### src/rtl/mealy_seq_detector_pkg.sv
// Shared constants and elaboration-time table builders for mealy_seq_detector.
// Tables are sized for the largest legal configuration and indexed sparsely.
package mealy_seq_pkg;

  localparam int unsigned SYM_W_MIN = 1;
  localparam int unsigned SYM_W_MAX = 4;
  localparam int unsigned DEPTH_MIN = 2;
  localparam int unsigned DEPTH_MAX = 16;

  typedef logic [DEPTH_MAX-1:0][4:0] fail_vec_t;
  typedef logic [DEPTH_MAX-1:0][(1 << SYM_W_MAX)-1:0][4:0] next_tbl_t;

  function automatic logic [3:0] sym_at(input logic [63:0] pat,
                                        input int unsigned i,
                                        input int unsigned sym_w);
    return 4'((pat >> (i * sym_w)) & ((64'd1 << sym_w) - 64'd1));
  endfunction

  // f[i]: longest proper prefix of P[0..i] that is also a suffix of it.
  function automatic fail_vec_t fail_fn(input logic [63:0] pat,
                                        input int unsigned depth,
                                        input int unsigned sym_w);
    fail_vec_t   f;
    int unsigned k;
    f = '0;
    k = 0;
    for (int unsigned i = 1; i < depth; i++) begin
      while (k > 0 && sym_at(pat, i, sym_w) != sym_at(pat, k, sym_w))
        k = 32'(f[4'(k - 1)]);
      if (sym_at(pat, i, sym_w) == sym_at(pat, k, sym_w))
        k = k + 1;
      f[4'(i)] = 5'(k);
    end
    return f;
  endfunction

  function automatic next_tbl_t next_fn(input logic [63:0] pat,
                                        input int unsigned depth,
                                        input int unsigned sym_w);
    next_tbl_t   t;
    fail_vec_t   f;
    int unsigned k;
    t = '0;
    f = fail_fn(pat, depth, sym_w);
    for (int unsigned s = 0; s < depth; s++) begin
      for (int unsigned sym = 0; sym < (32'd1 << sym_w); sym++) begin
        k = s;
        while (k > 0 && 4'(sym) != sym_at(pat, k, sym_w))
          k = 32'(f[4'(k - 1)]);
        t[4'(s)][4'(sym)] = (4'(sym) == sym_at(pat, k, sym_w)) ? 5'(k + 1) : 5'd0;
      end
    end
    return t;
  endfunction

endpackage

### src/rtl/mealy_seq_detector_sat_counter.sv
// Saturating up-counter with synchronous clear and active-low synchronous reset.
module mealy_sat_counter #(
  parameter int unsigned CNT_W = 8
) (
  input  logic             clk,
  input  logic             reset,
  input  logic             en,
  input  logic             clear,
  output logic [CNT_W-1:0] count
);

  always_ff @(posedge clk) begin
    if (!reset)
      count <= '0;
    else if (clear)
      count <= '0;
    else if (en && count != '1)
      count <= count + 1'b1;
  end

endmodule

### src/rtl/mealy_seq_detector.sv
// Parametrised Mealy sequence detector with KMP-style resume on overlap.
// Optional match counter and match_cnt port built when MEALY_SEQ_COUNT_EN is defined.
module mealy_seq_detector
  import mealy_seq_pkg::*;
#(
  parameter int unsigned              SYM_W   = 2,
  parameter int unsigned              DEPTH   = 4,
  parameter logic [DEPTH*SYM_W-1:0]   PATTERN = {2'b01, 2'b00, 2'b01, 2'b10},
  parameter bit                       OVERLAP = 1'b1,
  parameter int unsigned              CNT_W   = 8
) (
  input  logic                     clk,
  input  logic                     reset,
  input  logic                     in_valid,
  input  logic [SYM_W-1:0]         a,
  input  logic                     clear,
  output logic                     out,
  output logic [$clog2(DEPTH)-1:0] progress
`ifdef MEALY_SEQ_COUNT_EN
  ,
  output logic [CNT_W-1:0]         match_cnt
`endif
);

  localparam int unsigned PW = $clog2(DEPTH);

  if (SYM_W < SYM_W_MIN || SYM_W > SYM_W_MAX ||
      DEPTH < DEPTH_MIN || DEPTH > DEPTH_MAX || CNT_W < 1) begin : g_bad_param
    $error("mealy_seq_detector: SYM_W, DEPTH or CNT_W out of legal range");
  end

  localparam logic [63:0]       PAT_EXT  = 64'(PATTERN);
  localparam fail_vec_t         FAIL     = fail_fn(PAT_EXT, DEPTH, SYM_W);
  localparam next_tbl_t         NEXT     = next_fn(PAT_EXT, DEPTH, SYM_W);
  localparam logic [SYM_W-1:0]  LAST_SYM = PATTERN[(DEPTH-1)*SYM_W +: SYM_W];
  localparam logic [PW-1:0]     LAST_ST  = PW'(DEPTH - 1);
  localparam logic [PW-1:0]     RESUME   = OVERLAP ? PW'(FAIL[4'(DEPTH - 1)]) : '0;

  logic [PW-1:0] state;
  logic [PW-1:0] state_next;

  // The full-match entry of NEXT is never used; the match branch overrides it.
  always_comb begin
    state_next = state;
    out        = 1'b0;
    if (!reset || clear) begin
      state_next = '0;
    end else if (in_valid) begin
      if (state == LAST_ST && a == LAST_SYM) begin
        out        = 1'b1;
        state_next = RESUME;
      end else begin
        state_next = PW'(NEXT[4'(state)][4'(a)]);
      end
    end
  end

  always_ff @(posedge clk) begin
    if (!reset)
      state <= '0;
    else
      state <= state_next;
  end

  assign progress = state;

`ifdef MEALY_SEQ_COUNT_EN
  mealy_sat_counter #(
    .CNT_W (CNT_W)
  ) u_cnt (
    .clk   (clk),
    .reset (reset),
    .en    (out),
    .clear (clear),
    .count (match_cnt)
  );
`endif

endmodule

### config.mk
export PLATFORM = sky130hd
export DESIGN_NAME = mealy_seq_detector
export DESIGN_NICKNAME = d
export VERILOG_FILES = /design/src/rtl/mealy_seq_detector_pkg.sv /design/src/rtl/mealy_seq_detector_sat_counter.sv /design/src/rtl/mealy_seq_detector.sv
export SDC_FILE = /design/constraint.sdc
export NUM_CORES = 1
export LEC_CHECK = 0
export CORE_AREA = 2 2 39 41
export DETAILED_ROUTE_END_ITERATION = 16
export DIE_AREA = 0 0 41 43
export MAX_ROUTING_LAYER = met4
export PLACE_DENSITY = 0.36
export SETUP_SLACK_MARGIN = 0.15
export SLEW_MARGIN = 25
export SYNTH_ARGS = -nofsm -noshare
export SYNTH_HDL_FRONTEND = slang
export SYNTH_SLANG_ARGS = --single-unit
### constraint.sdc
create_clock -name clk -period 1.4 [get_ports clk]
set_input_delay 0.35 -clock clk [delete_from_list [all_inputs] [get_ports clk]]
set_output_delay 0.35 -clock clk [all_outputs]
set_load 0.005 [all_outputs]
==> metrics.md, run 1 <==
| Metric | Value |
|---|---|
| Die footprint | `0.00176 mm2` |
| Fin nets | `39` |
| Max Root-Sink Buffers | `2` |
| Synth Warn # | `0` |
| Gr usage total | `between 6 and 7%` |
| Slew margin rel. | `a little over four fifths` |
| Worst EP required | `1050 ps` |
| Sequential Area | `~41 um2` |
| Fill count | `155` |
| CP most frequent cell | `and4b_1` |
| RSZ-0062 raised after global routing | `yes` |
| Worst-margin pin slew | `238 ps` |
| Layout area overhead | `143%` |
| Highest clock rate | `719 MHz` |
| Hold Path Class | `input port to flop` |
| Leakage | `0.134 nW` |
| Setup violators final | `0` |
| Clock sinks | `2` |
| Worst path slowest cell | `and4b_1` |
| Worst-path clk slew | `30 ps` |
| Hold WS | `538 ps` |
| Critical path class | `input port to primary output` |
| Crit path time final | `1390 ps` |
| Initial DRC count | `0` |
| Total Wirelength | `370 um` |
| R2r setup slk | `a little over 400 ps` |
| Share of layout cells above drive strength 1 | `45.2%` |
| Core Rows | `14` |
| Inserted Clock Buffers | `3` |
| Multi-input gate area | `between 70 and 80 um2` |
| Setup TNS | `0 ps` |
| Final slew viol count | `0` |
| Netlist cell types | `11` |
| Largest register FFs | `2` |
| DRC | `0` |
| Post-Synthesis Cells | `13` |
| Period utilization | `99.3%` |
| Input/output buffers | `8` |
| Syn_nets | `19` |
| Antenna violations before repair | `0` |
| Clk_skew | `1.10 ps` |
| Top-area cell type share of the netlist area | `34.8%` |
| DRT Pass-1 Iters | `1` |
| Syn Area/Cell | `around 9 um2` |
| Largest net degree at the start of global routing | `5` |
| Startpoint types | `input port` |
| Skew-Pair Late Insertion Delay | `220 ps` |
| Max-cap viol count | `0` |
| First-pass GRT wire length | `approximately 630 um` |
| Max Fanout on Critical Path | `2` |
| Via Count | `165` |
| Largest cells by area after synthesis | `dfxtp_1 35%, and4b_1 17%, o311ai_1 7.6%` |
| Final ANT Viol Nets | `0` |
| Final hold vios | `0` |
| Layout Utilization | `20.3%` |
| Cell chain of the critical path | `clkdlybuf4s15_2 -> and4b_1 -> and4b_1 -> buf_2` |
| Final GP Congestion | `a little under 0.6` |
| Hold buffers post-CTS | `0` |
| Num ports | `9` |
| H-tree lvl count | `1` |
| Maximum vdd drop | `0.368 mV` |
| Syn Std Cell Area | `115 um2` |
| Seq cells post-synth | `2` |
| Starting Density | `8.32%` |
| CTS tree | `yes` |
| CTS root buf | `clkbuf_4` |
| Worst path arrival time | `1040 ps` |
| CP endpoint kind | `primary output` |
| Die boundary height | `roughly 43 um` |
| GR Overflow Total | `0` |
| Die Wd | `slightly above 40 um` |
| Overall power | `0.000211 W` |
| Outcome | `complete, no violations` |
| Core Area | `0.00138 mm2` |
| Post-synth top area cell | `dfxtp_1` |
| DR vias/cell | `~3.5` |
| DR WL/cell | `roughly 8 um` |
| Pwr/cell area | `751 mW/mm2` |
| Critical Path Max Stage Delay | `roughly 220 ps` |
| Seq/Total Area, Yosys | `a little over a third` |
| Antenna diodes | `0` |
| Vias in the first global route | `170` |
## layout by cell type, fill, tap and decap left out
cell type / netlist / final
o21ai_0: 1 / 1
buf_4: 0 / 7
and4b_1: 2 / 2
dfxtp_2: 0 / 1
nand2b_1: 1 / 1
clkbuf_4: 0 / 3
nor2_1: 1 / 1
dfxtp_1: 2 / 1
dlygate4sd2_1: 0 / 2
o21ai_1: 1 / 1
clkdlybuf4s15_1: 0 / 3
or2b_1: 1 / 1
o311ai_1: 1 / 1
clkdlybuf4s15_2: 0 / 1
a21oi_1: 1 / 1
and2b_1: 1 / 1
nor2b_1: 1 / 1
buf_2: 0 / 2
## final timing paths
check               from           to  depth (start not counted)
max                 a[0]          out                          4
min                reset  progress[1]                          3
max reg2reg  progress[0]  progress[1]                          5
min reg2reg  progress[1]  progress[1]                          3
## cell usage after synthesis
cell type / number
o21ai_1: 1
or2b_1: 1
nor2_1: 1
o21ai_0: 1
a21oi_1: 1
nor2b_1: 1
dfxtp_1: 2
and4b_1: 2
and2b_1: 1
o311ai_1: 1
nand2b_1: 1
## kinds of logic after synthesis
family	after synthesis	share of synthesized area, %
AO/OA/AOI/OAI	4	20.6
flip-flops	2	34.8
AND/OR/NAND/NOR	7	44.6
## worst max-delay path, delay by kind of cell
family / cells / cell delay [ps]
simple gates: 2 / 400
buf+inv: 2 / 290
## metal layers
layer	share of wire, %	track usage, %	wire length (um)	up-vias
li1	-	-	-	85
met1	49	6.05	180	65
met2	32	7.19	120	11
met3	11	3.14	42	4
met4	6.8	10.0	25	0
met5	0	-	0	-
## metrics by stage
stage,setup WS [ps],area (um2),instances
6_report,10.1,280,47
5_1_grt,-24.6,280,47
3_5_place_dp,-691,253,42
3_3_place_gp,-694,253,42
4_1_cts,13.9,273,46
2_1_floorplan,269,115,13
## final cells by class
class | count | area share [%]
Clock buffer | 3 | 8.04
Tap cell | 16 | 7.14
Multi-Input combinational cell | 11 | 26.8
Sequential cell | 2 | 14.7
Timing Repair Buffer | 15 | 43.3
## power breakdown
group	switching [W]	internal (W)	total (W)
sequential	0.000000255	0.0000582	0.0000584
combinational	0.00000816	0.0000174	0.0000255
clock	0.0000322	0.0000945	0.000127
total	0.0000406	0.000170	0.000211
## what timing repair did
item / in CTS / in global routing
gates resized for setup: 20 / 0
setup buffers: 1 / 1
pin swaps: 2 / 1
gates cloned: 0 / 0
endpoints found under the setup margin: 3 / 1
(Power assumes the default switching activity.)
==> run 2, diff against run 1 <==
Settings changed: TNS_END_PERCENT set to 30.
Clock period 1.4 ns to 1.79 ns, I/O delays scaled along.
==> metrics.md, run 2 (synthesis gave the netlist of run 1 again) <==
| Metric | Value |
|---|---|
| Final worst slack | `204 ps (+194 ps)` |
| Total Wirelength | `338 um (-8.6%)` |
| Overall power | `0.000164 W (-22%)` |
| Hold Path Class | `flop to flop` |
| Max Root-Sink Buffers | `2 (unchanged)` |
| Largest net degree at the start of global routing | `6 (+1)` |
| DRT Pass-1 Iters | `1 (unchanged)` |
| Slew margin rel. | `84.3% (+0.36 points)` |
| DR vias/cell | `3.45 (-1.6%)` |
| RSZ-0062 raised after global routing | `no` |
| Inserted Clock Buffers | `3 (unchanged)` |
| Hold buffers post-CTS | `0 (unchanged)` |
| Worst-margin pin slew | `232 ps (-5.38 ps)` |
| Worst path arrival time | `1140 ps (+100 ps)` |
| Share of layout cells above drive strength 1 | `32.1% (-13 points)` |
| Highest Signal Layer | `met4` |
| M1 wire length | `171 um (-5.0%)` |
| CTS tree | `yes` |
| CTS root buf | `clkbuf_4` |
| Largest register FFs | `2 (unchanged)` |
| Highest clock rate | `631 MHz` |
| Initial DRC count | `0 (unchanged)` |
| Finished Cell Area | `255 um2 (-8.9%)` |
| Clock sinks | `2 (unchanged)` |
| Core Rows | `14 (unchanged)` |
| Final slew viol count | `0 (unchanged)` |
| DRC | `0 (unchanged)` |
| Critical path class | `flop to primary output` |
| Skew-Pair Late Insertion Delay | `220 ps (about the same)` |
| Metal2 WL | `115 um (-4.2%)` |
| DR WL/cell | `7.68 um (-2.4%)` |
| Fin nets | `36 (-7.7%)` |
| CP endpoint kind | `primary output` |
| Setup violators final | `0 (unchanged)` |
| Gr usage total | `5.54% (-0.92 points)` |
| Final GP Congestion | `0.548 (-6.8%)` |
| Starting Density | `8.32% (unchanged)` |
| DP Area | `245 um2 (-3.0%)` |
| Max Fanout on Critical Path | `4 (+2)` |
| GR Overflow Total | `0 (unchanged)` |
| Met3 WL | `36 um (-14%)` |
| Final ANT Viol Nets | `0 (unchanged)` |
| H-tree lvl count | `1 (unchanged)` |
| Post-place setup slack | `-504 ps (+186 ps)` |
| Most frequent cells in the layout | `4 x buf_4, 3 x clkbuf_4` |
| Max-cap viol count | `0 (unchanged)` |
| Leakage | `0.115 nW (-14%)` |
| Fill count | `153 (-1.3%)` |
| Num ports | `9 (unchanged)` |
| First-pass GRT wire length | `565 um (-9.9%)` |
| Final hold vios | `0 (unchanged)` |
| Core Area | `0.00138 mm2 (unchanged)` |
| Input/output buffers | `8 (unchanged)` |
| Antenna violations before repair | `0 (unchanged)` |
| Most common cell after layout, fill and taps aside | `buf_4` |
| Post-route insts no fill | `44 (-6.4%)` |
| Die footprint | `0.00176 mm2 (unchanged)` |
| Startpoint types | `flop` |
| Period utilization | `between 80% and 90%` |
| Clk_skew | `1.20 ps (+0.0993 ps)` |
| Outcome | `complete, no violations` |
| Maximum vdd drop | `0.180 mV (-51%)` |
| Antenna diodes | `0 (unchanged)` |
| Pwr/cell area | `643 mW/mm2 (-14%)` |
| Worst EP required | `1340 ps (+290 ps)` |
| Worst-path clk slew | `30 ps (about the same)` |
| Crit path time final | `around 1600 ps` |
| Placed insts | `41 (-2.4%)` |
| Vias in the first global route | `156 (-8.2%)` |
| Die Wd | `41 um (unchanged)` |
| Via Count | `152 (-7.9%)` |
| Layout area overhead | `122%` |
| Die boundary height | `43 um (unchanged)` |
-- run 2: changes by cell type in the layout (fill, tap and decap cells not counted) --
cell             before  now
dfxtp_2               1    0
clkbuf_2              0    1
clkdlybuf4s50_1       0    2
buf_2                 2    1
buf_4                 7    4
clkdlybuf4s15_1       3    2
clkdlybuf4s15_2       1    0
dfxtp_1               1    2
-- run 2: per-stage QoR --
stage	hold WS, ps	util [%]	setup TNS, ps
after floorplan	533	-	0
after global placement	562	17.7	-517
after detailed placement	573	17.7	-504
after CTS	579	18.6	0
after global routing	614	18.4	0
final	567	18.4	0
-- run 2: path summary, 6_finish.rpt --
| path | slack [ps] | startpoint | end | cells past startpoint |
|---|---|---|---|---|
| worst max-delay path | 200 | progress[0] | progress[0] | 2 |
| worst min-delay path | 570 | progress[1] | progress[1] | 2 |
| worst max register to register | 840 | progress[0] | progress[1] | 4 |
| worst min register to register | 570 | progress[1] | progress[1] | 2 |
-- run 2: what timing repair did --
| item | CTS | global route |
|---|---|---|
| endpoints found under the hold margin | 0 | 0 |
| setup endpoints to repair | 1 | 1 |
| gates resized for setup | 10 | 3 |
| setup buffers | 0 | 0 |
| gates cloned | 0 | 0 |
| pin swaps | 2 | 1 |
-- run 2: critical path: stages (launching register included) --
cell and delay [ps]:
dfxtp_1 310, buf_4 110, clkdlybuf4s50_1 490
-- run 2: area by class of cell --
class	count	area [um2]	share of cell area, %
Multi-Input combinational cell	11	75.1	29.4
Tap cell	16	20.0	7.84
Sequential cell	2	40.0	15.7
Clock buffer	3	22.5	8.82
Timing Repair Buffer	12	97.6	38.2
-- run 2: layer usage --
metal / vias up / GRT usage, %
li1: 79 / -
met1: 60 / 6.69
met2: 11 / 5.63
met3: 2 / 1.57
met4: 0 / 8.00
met5: - / -
-- run 2: power by group --
part           internal [W]  switching [W]
Clock             0.0000739      0.0000252
Sequential        0.0000454    0.000000210
Combinational     0.0000133     0.00000601
Total              0.000133      0.0000314
